`config.mk`:
```
export PLATFORM = sky130hd
export DESIGN_NAME = mem_arbiter
export DESIGN_NICKNAME = d
export VERILOG_FILES = /design/src/rtl/mem_arbiter.sv
export SDC_FILE = /design/constraint.sdc
export NUM_CORES = 1
export LEC_CHECK = 0
export BUFFER_PORTS_ARGS = -buffer_cell sky130_fd_sc_hd__buf_4
export CAP_MARGIN = 20
export CORE_UTILIZATION = 44
export CTS_BUF_LIST = sky130_fd_sc_hd__clkbuf_4
export CTS_CLUSTER_DIAMETER = 80
export DETAILED_ROUTE_END_ITERATION = 8
export PLACE_DENSITY = 0.86
export SETUP_SLACK_MARGIN = 0.05
export SLEW_MARGIN = 20
export SYNTH_ARGS = -nofsm -noshare
export SYNTH_HDL_FRONTEND = slang
export SYNTH_SLANG_ARGS = --single-unit
```
`constraint.sdc`:
```
create_clock -name clk -period 1.57 [get_ports clk]
set_input_delay 0.314 -clock clk [delete_from_list [all_inputs] [get_ports clk]]
set_output_delay 0.314 -clock clk [all_outputs]
set_load 0.02 [all_outputs]
```
`src/rtl/mem_arbiter.sv`:
```
// Arbiter that shares a single-port RAM between the CPU and the debug/loader port.
// It latches the granted request, sequences one RAM access and returns a one-cycle ack.
module mem_arbiter #(
  parameter int ADDR_W   = 8,
  parameter int DATA_W   = 8,
  parameter int RD_LAT   = 1,
  parameter int ARB_MODE = 0
) (
  input  logic              clk,
  input  logic              rst,
  input  logic              cpu_req,
  input  logic              cpu_we,
  input  logic [ADDR_W-1:0] cpu_addr,
  input  logic [DATA_W-1:0] cpu_wdata,
  output logic              cpu_ack,
  output logic [DATA_W-1:0] cpu_rdata,
  input  logic              dbg_req,
  input  logic              dbg_we,
  input  logic [ADDR_W-1:0] dbg_addr,
  input  logic [DATA_W-1:0] dbg_wdata,
  output logic              dbg_ack,
  output logic [DATA_W-1:0] dbg_rdata,
  input  logic              dbg_lock,
  output logic              mem_en,
  output logic              mem_we,
  output logic [ADDR_W-1:0] mem_addr,
  output logic [DATA_W-1:0] mem_wdata,
  input  logic [DATA_W-1:0] mem_rdata,
  output logic              busy,
  output logic [1:0]        dev_state
);

  typedef enum logic [1:0] {
    IDLE   = 2'd0,
    ACCESS = 2'd1,
    WAIT   = 2'd2,
    DONE   = 2'd3
  } state_t;

  typedef enum logic {
    OWN_CPU = 1'b0,
    OWN_DBG = 1'b1
  } owner_t;

  localparam bit       FIXED_PRIO = (ARB_MODE == 1);
  localparam bit [2:0] WAIT_INIT  = 3'(RD_LAT - 1);

  state_t   state;
  owner_t   owner;
  owner_t   last_owner;
  logic     lat_we;
  logic [2:0] wait_cnt;

  logic cpu_eff;
  logic grant_cpu;
  logic grant_dbg;

  // CPU wins a tie under fixed priority, or when the loader was served last.
  always_comb begin
    cpu_eff   = cpu_req & ~dbg_lock;
    grant_cpu = cpu_eff & (~dbg_req | FIXED_PRIO | (last_owner == OWN_DBG));
    grant_dbg = dbg_req & ~grant_cpu;
  end

  assign dev_state = state;

  // NOTE: every register here is assigned with <= so all of them update together
  // from values sampled at the same edge; blocking = would make order matter.
  always_ff @(posedge clk) begin
    if (!rst) begin
      state      <= IDLE;
      owner      <= OWN_CPU;
      last_owner <= OWN_DBG;
      lat_we     <= 1'b0;
      wait_cnt   <= '0;
      cpu_ack    <= 1'b0;
      dbg_ack    <= 1'b0;
      cpu_rdata  <= '0;
      dbg_rdata  <= '0;
      mem_en     <= 1'b0;
      mem_we     <= 1'b0;
      mem_addr   <= '0;
      mem_wdata  <= '0;
      busy       <= 1'b0;
    end else begin
      cpu_ack <= 1'b0;
      dbg_ack <= 1'b0;
      case (state)
        IDLE: begin
          if (grant_cpu || grant_dbg) begin
            owner     <= grant_cpu ? OWN_CPU : OWN_DBG;
            lat_we    <= grant_cpu ? cpu_we : dbg_we;
            mem_en    <= 1'b1;
            mem_we    <= grant_cpu ? cpu_we : dbg_we;
            mem_addr  <= grant_cpu ? cpu_addr : dbg_addr;
            mem_wdata <= grant_cpu ? cpu_wdata : dbg_wdata;
            busy      <= 1'b1;
            state     <= ACCESS;
          end
        end
        ACCESS: begin
          mem_en    <= 1'b0;
          mem_we    <= 1'b0;
          mem_addr  <= '0;
          mem_wdata <= '0;
          if (lat_we) begin
            cpu_ack <= (owner == OWN_CPU);
            dbg_ack <= (owner == OWN_DBG);
            state   <= DONE;
          end else begin
            wait_cnt <= WAIT_INIT;
            state    <= WAIT;
          end
        end
        WAIT: begin
          if (wait_cnt == '0) begin
            if (owner == OWN_CPU) cpu_rdata <= mem_rdata;
            else                  dbg_rdata <= mem_rdata;
            cpu_ack <= (owner == OWN_CPU);
            dbg_ack <= (owner == OWN_DBG);
            state   <= DONE;
          end else begin
            wait_cnt <= wait_cnt - 3'd1;
          end
        end
        DONE: begin
          last_owner <= owner;
          busy       <= 1'b0;
          state      <= IDLE;
        end
        default: state <= IDLE;
      endcase
    end
  end

endmodule

```
==> results.sh <==
export IMPL_wl_per_cell_um=13.8
export IMPL_fp_row_count=24
export IMPL_crit_path_start_kind="flop"
export IMPL_seqCellArea_um2=911
export IMPL_cts_buffer_depth=2
export IMPL_final_cell_mix="buf_4, dfxtp_1, mux2i_1"
export IMPL_multi_input_area_mm2=0.00106
export IMPL_status="finished clean"
export IMPL_grt_pass1_wl_um=7690
export IMPL_cts_hold_fix_buffers=0
export IMPL_path_clk_slew_ns=0.13
export IMPL_tightest_slew_ns=0.331
export IMPL_drt_wl_total_um=4720
export IMPL_critPathRequiredTime_ns=1.87
export IMPL_worst_slack_ns=0.103
export IMPL_layout_commonest_cell="buf_4"
export IMPL_synth_nets=249
export IMPL_floorplan_initialDensity_pct=46.1
export IMPL_dieHeight_um=70
export IMPL_dominantRegCellSynth="dfxtp_1"
export IMPL_place_ws_ns=-0.113
export IMPL_yosysSeqAreaShare_pct=44.3
export IMPL_skew_ns=0.00917
export IMPL_routed_wl_met2_um=2380
export IMPL_core_area_mm2=0.00441
export IMPL_path_cells="inv_2 -> ha_4 -> inv_2 -> nor3_2 -> o21a_2 -> clkbuf_16 -> o2bb2ai_1"
export IMPL_grt_max_degree=24
export IMPL_slowest_delay_ns=0.37
export IMPL_critPathMostFrequentCell="inv_2"
export IMPL_nets=343
export IMPL_io_pins=86
export IMPL_synth_area_per_cell_um2=10.4
export IMPL_leakage_nw=1.40
export IMPL_wl_met3_um=321
export IMPL_whs_path_depth=2
export IMPL_antenna_cells=0
export IMPL_fin_crit_sh_pct=93.4
export IMPL_final_setup_viol_count=0
export IMPL_drive_above_1_share_pct=48.3
export IMPL_synth_enable_flop_cells=0
export IMPL_overflow=0
export IMPL_numPlacedInstances=329
export IMPL_crit_family="flip-flops"
export IMPL_n_fill_cell=360
export IMPL_layout_cells_non_filler=342
export IMPL_viasPerCell=5.11
export IMPL_utilization_pct=66.2
export IMPL_cts_buffers=5
export IMPL_io_buffers=85
export IMPL_ys_ff_latch=45
export IMPL_tns_ns=0
export IMPL_fmax_mhz=682
export IMPL_vdd_ir_drop_max_mv=0.805
export IMPL_worstPathArrival_ns=1.76
export IMPL_grt_pass1_vias=1769
export IMPL_r2r_cells=7
export IMPL_path_max_fanout=6
export IMPL_synth_cells=195
export IMPL_top_layer="met4"
export IMPL_drt_first_pass_iters=4
export IMPL_drtIter0Drc=52
export IMPL_syn_to_final_growth_pct=43.7
export IMPL_ant_nets=0
export IMPL_die_area_mm2=0.00490
export IMPL_drt_met1_wl_um=1940
export IMPL_p_per_area_mw_per_mm2=1500
export IMPL_crit_start="dev_state[1]$_SDFFE_PN0P_"
export IMPL_drc=0
export IMPL_cts_sinks=45
export IMPL_track_usage_pct=19.6
export IMPL_gp_congestion=0.797
export IMPL_slew_headroom_pct=77.9
export IMPL_critPathCaptureType="flop"
export IMPL_synthDistinctLibCells=30
export IMPL_path_buf_inv=3
export IMPL_dieWidth_um=70
export IMPL_maxCapViolCount=0
export IMPL_drv_slew=0
export IMPL_r2r_setup_slack_ns=0.10
export IMPL_hp_class="in2reg"
export IMPL_timing_rr_end="mem_addr[3]$_SDFFE_PN0P_"
export IMPL_root_buffer="clkbuf_4"
export IMPL_hold_path_end="last_owner$_SDFFE_PN1P_"
export IMPL_r2r_start="dev_state[1]$_SDFFE_PN0P_"
export IMPL_rsz0062_at_grt="yes"
export IMPL_holdCritStartpoint="rst"
export IMPL_antenna_found_initial=0
export IMPL_worst_path_max_delay_cell="dfxtp_4"
export IMPL_htreeDepth=2
export IMPL_async_flop_share_pct=0
export IMPL_hold_viol_final=0
export IMPL_num_vias=1749
export IMPL_dp_final_hpwl_um=3410
export IMPL_netlist_area_mm2=0.00203
export IMPL_yosysWarningCount=0
export IMPL_crit_type="reg2reg"
export IMPL_clk_latency_ns=0.36
export IMPL_period_minus_slack_ns=1.47
export IMPL_cts_tree="done"
[Yosys cell counts (7+ instances only)]
master / n / area share [%]
dfxtp_1: 45 / 44
ha_1: 7 / 4.3
mux2i_1: 29 / 14
o2bb2ai_2: 10 / 7.4
o21ai_0: 7 / 1.7
nand2_1: 20 / 3.7
a21oi_1: 12 / 3.0
o2bb2ai_1: 7 / 3.0
nor2_1: 18 / 3.3
inv_1: 13 / 2.4
[timing repair]
item | CTS | global route
gates cloned | 0 | 1
resized for setup | 12 | 14
endpoints found under the setup margin | 37 | 34
pin swaps | 2 | 5
buffers inserted | 2 | 2
[cell type report]
| type | count | share of cell area (%) |
|---|---|---|
| multi-input combinational | 127 | 36.4 |
| sequential | 45 | 31.2 |
| timing repair buffer | 97 | 26.5 |
| tap | 52 | 2.23 |
| inverter | 13 | 1.84 |
| clock buffer | 5 | 1.28 |
| clock inverter | 3 | 0.599 |
[state kept, by name, indices dropped and copies added (netlist names)]
register / count
wait_cnt: 3
owner: 1
cpu_rdata: 8
dbg_rdata: 8
lat_we: 1
mem_wdata: 8
mem_we: 1
dev_state: 2
mem_en: 1
cpu_ack: 1
mem_addr: 8
busy: 1
last_owner: 1
dbg_ack: 1
[per-stage QoR]
step / hold WS [ns] / area (µm²) / total power [mW]
after global placement: 0.445 / 2720 / 3.44
after detailed placement: 0.449 / 2720 / 3.49
after CTS: 0.161 / 2830 / 4.20
after floorplan: 0.450 / 2040 / 2.86
final: 0.181 / 2920 / 4.38
after global routing: 0.158 / 2920 / 4.65
[metal layers]
layer / vias up / global-route usage, %
met5: - / 0
met4: 0 / 7.33
met3: 10 / 5.77
met2: 71 / 34.2
met1: 801 / 22.6
li1: 867 / -
[report_power, final]
part	leakage (nW)	switching [mW]	internal (mW)
combinational	0.998	1.19	1.07
sequential	0.369	0.188	1.40
clock	0.0326	0.365	0.170
total	1.40	1.74	2.64
[worst reg2reg max path, delay by kind of cell (launching register included)]
family	cells	cell delay (ns)
simple gates	1	0.20
flops	1	0.37
buf+inv	3	0.33
compound gates	2	0.35
fa+ha+maj	1	0.16
[logic make-up after synthesis]
| kind of cell | count (synthesis) | synth area share [%] |
|---|---|---|
| and+or+nand+nor | 48 | 11.1 |
| muxes | 29 | 14.3 |
| DFF | 45 | 44.3 |
| adders and majority gates | 7 | 4.30 |
| AOI/OAI and AO/OA | 43 | 18.8 |
| buffers and inverters | 23 | 7.26 |
[worst max-delay path by stage]
stage	end	slack, ns	depth (start not counted)
4_1_cts	dev_state[0]$_SDFFE_PN0P_	0.06	5
5_1_grt	dbg_rdata[0]$_SDFFE_PN0P_	0.02	6
3_3_place_gp	cpu_rdata[4]$_SDFFE_PN0P_	0.02	7
3_5_place_dp	cpu_rdata[3]$_SDFFE_PN0P_	-0.11	7
2_1_floorplan	mem_addr[0]$_SDFFE_PN0P_	0.06	8
6_report	mem_addr[3]$_SDFFE_PN0P_	0.10	7
(Power assumes the default switching activity.)
